## src/rtl/fetch_stage.sv

```systemverilog
// Instruction-fetch stage: owns the PC, absorbs MEM-resolved redirects
// (holding them while the PC is stalled), stops fetching on HALT, and
// drives the IF/ID pipeline register toward decode.
module fetch_stage #(
   parameter logic [31:0] PC_INIT = 32'h0000_0000,
   parameter logic [5:0]  HALT_OP = 6'b111111
) (
   input  logic        CLK,
   input  logic        RST,
   input  logic        pcen,
   input  logic        if_id_en,
   input  logic        if_id_flush,
   input  logic        ihit,
   input  logic [31:0] imemload,
   input  logic        redir_valid,
   input  logic [31:0] redir_pc,
   output logic        imemREN,
   output logic [31:0] imemaddr,
   output logic [31:0] if_instr,
   output logic [31:0] if_pc,
   output logic [31:0] if_npc,
   output logic        if_valid,
   output logic        fetch_halted
);

   typedef enum logic {RUN = 1'b0, HALTED = 1'b1} state_t;

   state_t      state, state_nxt;
   logic [31:0] pc, pc_nxt, pc_plus4;
   logic        pend_valid;
   logic [31:0] pend_pc;
   logic        redirect_now;
   logic [31:0] target;
   logic        halt_det;

   // A live redirect beats a stored one; the stored one covers stalls.
   assign redirect_now = redir_valid | pend_valid;
   assign target       = redir_valid ? redir_pc : pend_pc;
   assign pc_plus4     = pc + 32'd4;

   // HALT only counts when the word is actually entering IF/ID on the
   // correct path; a same-cycle redirect marks it wrong-path.
   assign halt_det = (state == RUN) && ihit && (imemload[31:26] == HALT_OP)
                     && if_id_en && !if_id_flush && !redirect_now;

   assign imemaddr     = pc;
   assign imemREN      = (state == RUN);
   assign fetch_halted = (state == HALTED);

   // Next PC / next fetch state; redirect leaves HALTED, HALT freezes the PC.
   always_comb begin
      state_nxt = state;
      pc_nxt    = pc;
      if (halt_det)
         state_nxt = HALTED;
      if (pcen) begin
         if (redirect_now) begin
            pc_nxt    = target;
            state_nxt = RUN;
         end else if (state == RUN && !halt_det) begin
            pc_nxt = pc_plus4;
         end
      end
   end

   // PC and fetch state registers.
   always_ff @(posedge CLK) begin
      if (RST) begin
         state <= RUN;
         pc    <= PC_INIT;
      end else begin
         state <= state_nxt;
         pc    <= pc_nxt;
      end
   end

   // Pending redirect: captured while stalled, dropped once the PC moves.
   always_ff @(posedge CLK) begin
      if (RST) begin
         pend_valid <= 1'b0;
         pend_pc    <= 32'd0;
      end else if (pcen) begin
         pend_valid <= 1'b0;
      end else if (redir_valid) begin
         pend_valid <= 1'b1;
         pend_pc    <= redir_pc;
      end
   end

   // IF/ID register: flush > hold > wrong-path bubble > load > bubble.
   always_ff @(posedge CLK) begin
      if (RST || if_id_flush) begin
         if_instr <= 32'd0;
         if_pc    <= 32'd0;
         if_npc   <= 32'd0;
         if_valid <= 1'b0;
      end else if (if_id_en) begin
         if (!redirect_now && ihit && state == RUN) begin
            if_instr <= imemload;
            if_pc    <= pc;
            if_npc   <= pc_plus4;
            if_valid <= 1'b1;
         end else begin
            if_instr <= 32'd0;
            if_pc    <= 32'd0;
            if_npc   <= 32'd0;
            if_valid <= 1'b0;
         end
      end
   end

endmodule

```

## config.mk

```make
export PLATFORM = sky130hd
export DESIGN_NAME = fetch_stage
export DESIGN_NICKNAME = d
export VERILOG_FILES = /design/src/rtl/fetch_stage.sv
export SDC_FILE = /design/constraint.sdc
export NUM_CORES = 1
export LEC_CHECK = 0
export BUFFER_PORTS_ARGS = -buffer_cell sky130_fd_sc_hd__buf_2
export CAP_MARGIN = 0
export CORE_ASPECT_RATIO = 0.75
export CORE_MARGIN = 2
export CORE_UTILIZATION = 55
export DETAILED_ROUTE_END_ITERATION = 16
export HOLD_SLACK_MARGIN = 0.15
export PLACE_DENSITY = 0.83
export SLEW_MARGIN = 20
export SYNTH_ARGS = -nofsm -noshare
export SYNTH_HDL_FRONTEND = slang
export SYNTH_SLANG_ARGS = --single-unit
```

## constraint.sdc

```tcl
create_clock -name CLK -period 5.84 [get_ports CLK]
set_clock_uncertainty 0.05 [all_clocks]
set_input_delay 1.752 -clock CLK [delete_from_list [all_inputs] [get_ports CLK]]
set_output_delay 1.752 -clock CLK [all_outputs]
set_load 0.1 [all_outputs]
```

==> results_dict.tcl <==
set metrics [dict create \
    placed_area_um2 7950 \
    initial_core_utilization_pct 56.7 \
    detailedPlace.worstSlack_ns 1.68 \
    syn_nets 924 \
    cellLeakagePower_uw 0.00356 \
    global_route.peak_usage_layer "met2" \
    rd_place_congestion 0.932 \
    sequential_fraction_of_the_synthesis_area_pct 46.2 \
    antenna_cells 0 \
    timing.final.hold_violations 0 \
    yosys_register_bits 161 \
    tightestPinTransition_ns 1.03 \
    grt_use_total_pct 29.8 \
    clkLatencyLatePin_ns 0.43 \
    rr_startpoint "imemaddr[2]" \
    cts_made_buffers 17 \
    path_clk_slew_ns 0.06 \
    globalRouteOverflowTotal 0 \
    worst_setup_path_end_kind "flop" \
    final_common_cell "sky130_fd_sc_hd__buf_2" \
    cell_internal_pwr_uw 1850 \
    route.antenna.remaining_nets 0 \
    synth-edff-count 0 \
    critical_path_class "in2reg" \
    grt_antenna_before_repair 0 \
    worst_relative_slew_slack_pct 30.5 \
    synth-main-ff-cell "sky130_fd_sc_hd__dfxtp_1" \
    via_count 6906 \
    row_count 35 \
    globalRouteMet3Util_pct 5.86 \
    combinationalPowerShare_pct 12.8 \
    worst_ir_drop_vdd_uv 204 \
    cts_htree_levels 4 \
    ys_async_sr_fraction_pct 0 \
    timing.reg2reg.worst_path_depth 5 \
    final-max-slew-violation-count 0 \
    num-fill-cells 1024 \
    hold_end "if_npc[23]" \
    fp.dieH_um 102 \
    maxClockFrequency_mhz 262 \
    core_region_area_um2 12300 \
    cts-root-to-sink-buffers 2 \
    number_of_global_route_vias_before_repair 6121 \
    report.final.setup_viol 0 \
    cts_hold_buf 0 \
    sequential_cell_fraction_of_total_power_pct 44.3 \
    synthesis.yosys.warnings 0 \
    synthesis.area_per_instance_um2 8.18 \
    worstPathRequired_ns 6.13 \
    grt_setup_unrepaired "false" \
    timing.reg2reg.setup_slack_ns 2.82 \
    post_synth_num_cell_types 60 \
    final_critical_path_setup_slack_ns 2.02 \
    grtUsageMet1_pct 40.8 \
    setup-tns-final_ns 0 \
    remaining_drc_errors 0 \
    drv.max_cap_violation_count 0 \
    clkPwrFrac_pct 42.9 \
    num_io_pins 202 \
    drt-initial-drc-count 784 \
    avgViaCountPerCell 5.83 \
    final_net_count 1077 \
    cts-root-buf "sky130_fd_sc_hd__clkbuf_16" \
    cts.repair.resized 0 \
    grt_pass1_wl_um 32100 \
    wl_um 20700 \
    grt_start_max_net_pins 76 \
    area.growth.synth_to_final_pct 22.7 \
    port_buffers 201 \
    power_switching_uw 786 \
    tritoncts "built" \
    min_period_ns 3.82 \
    regToRegEndpoint "imemaddr[29]" \
    synth_cells 852 \
    finish.instance_area_um2 8560 \
    final_core_utilization_pct 69.5 \
    setup.worst_path.start_class "input port" \
    clock_sinks 161 \
    met2_usage_pct 47.5 \
    placed_wire_length_estimate_um 14100 \
    timing.hold.worst.start "if_npc[23]" \
    postCtsSetupBuffers 0 \
    worstPathMaxFanout 27 \
    dieArea_um2 13600 \
    power.density_cell_area_nw_per_um2 308 \
    wl_per_cell_um 17.5 \
    critical_path_arrival_ns 4.11 \
    firstDrtPassIters 5 \
    min_delay_path_depth 2 \
    chipWidth_um 134 \
    run_status "finished, final reports clean" \
    worstHoldPathType "reg2reg" \
    final_cell_mix "201 x sky130_fd_sc_hd__buf_2, 161 x sky130_fd_sc_hd__dfxtp_1, 141 x sky130_fd_sc_hd__nor2_1" \
    timing.final.crit_share_pct 65.4 \
    drive_above_1_share_pct 25.3 \
    area_of_the_mapped_netlist_um2 6970 \
    power.switching_fraction_pct 29.8 \
]
-- power groups by stage --
| stage | sequential, uW | combinational (uW) | clock, uW |
|---|---|---|---|
| after floorplan | 1300 | 141 | 0 |
| after global placement | 1190 | 330 | 0 |
| after detailed placement | 1190 | 333 | 0 |
| after CTS | 1170 | 334 | 1140 |
| after global routing | 1170 | 359 | 1190 |
| final | 1170 | 337 | 1130 |
-- cells by family (layout without fill, tap and decap cells) --
group,after synthesis,in the layout,synth area share [%]
muxes,17,17,2.44
buffers and inverters,87,253,4.92
xor gates and xnor gates,26,26,3.27
DFF,161,161,46.2
AOI/OAI and AO/OA,236,236,21.7
adders and majority gates,1,1,0.179
and+or+nand+nor,324,324,21.3
-- critical path, stage by stage --
cell and delay (ns):
sky130_fd_sc_hd__buf_2 0.20, sky130_fd_sc_hd__nor2_1 0.69, sky130_fd_sc_hd__a21boi_0 0.25, sky130_fd_sc_hd__nand2_1 0.74, sky130_fd_sc_hd__a221oi_1 0.17, sky130_fd_sc_hd__a211oi_1 0.29
-- per-layer routing --
layer  vias up  share of wire, %  wire, um
li1       3315                 -         -
met1      3255                44      9050
met2       305                47      9650
met3        31               8.1      1680
met4         0               1.6       340
met5         -                 0         0
-- cell usage after synthesis, types with 4 or more instances --
library cell,number,area (um^2)
sky130_fd_sc_hd__dfxtp_1,161,3220
sky130_fd_sc_hd__nor2_1,142,533
sky130_fd_sc_hd__nand2_1,86,323
sky130_fd_sc_hd__a22oi_1,74,556
sky130_fd_sc_hd__a21oi_1,65,325
sky130_fd_sc_hd__clkbuf_1,62,233
sky130_fd_sc_hd__o21ai_0,47,235
sky130_fd_sc_hd__mux2i_1,17,170
sky130_fd_sc_hd__xnor2_1,17,149
sky130_fd_sc_hd__nand3_1,16,80.1
sky130_fd_sc_hd__nor3_1,13,65.1
sky130_fd_sc_hd__nor4_1,11,68.8
sky130_fd_sc_hd__inv_1,9,33.8
sky130_fd_sc_hd__xor2_1,9,78.8
sky130_fd_sc_hd__a211oi_1,7,52.6
sky130_fd_sc_hd__buf_1,7,26.3
sky130_fd_sc_hd__nand4_1,7,43.8
sky130_fd_sc_hd__and3_1,6,37.5
sky130_fd_sc_hd__and4_1,6,52.6
sky130_fd_sc_hd__nand2b_1,5,31.3
sky130_fd_sc_hd__or2_2,5,31.3
sky130_fd_sc_hd__a211o_1,4,35.0
sky130_fd_sc_hd__a31oi_1,4,25.0
sky130_fd_sc_hd__nor2b_1,4,25.0
sky130_fd_sc_hd__o22ai_1,4,25.0
sky130_fd_sc_hd__or3_1,4,25.0
-- registers in the layout, indices dropped and copies added, names as in the netlist --
name,cells
if_instr,32
pend_pc,32
imemaddr,32
if_pc,32
if_valid,1
fetch_halted,1
if_npc,30
pend_valid,1
-- area by class of cell --
cell class | count | area, um^2 | area share [%]
timing repair buffer | 210 | 1070 | 12.5
clock inverter | 15 | 174 | 2.03
multi-input combinational | 604 | 3410 | 39.9
inverter | 11 | 41.3 | 0.483
tap | 166 | 208 | 2.43
clock buffer | 17 | 425 | 4.97
sequential | 161 | 3220 | 37.7
-- stage by stage --
step	instances	power [uW]	hold slack, ns
floorplan	852	1440	0.381
global placement	1152	1520	0.381
detailed placement	1152	1520	0.389
CTS	1184	2640	0.401
global route	1184	2720	0.414
finish	1184	2640	0.400
-- worst max path at each step --
stage	from	to	depth (start not counted)
after floorplan	fetch_halted	imemREN	1
after global placement	redir_valid	imemaddr[28]	6
after detailed placement	redir_valid	if_pc[0]	6
after CTS	redir_valid	if_pc[0]	6
after global routing	redir_valid	imemaddr[18]	6
final	redir_valid	imemaddr[18]	6
No activity file was read; power rests on OpenSTA's default activity.
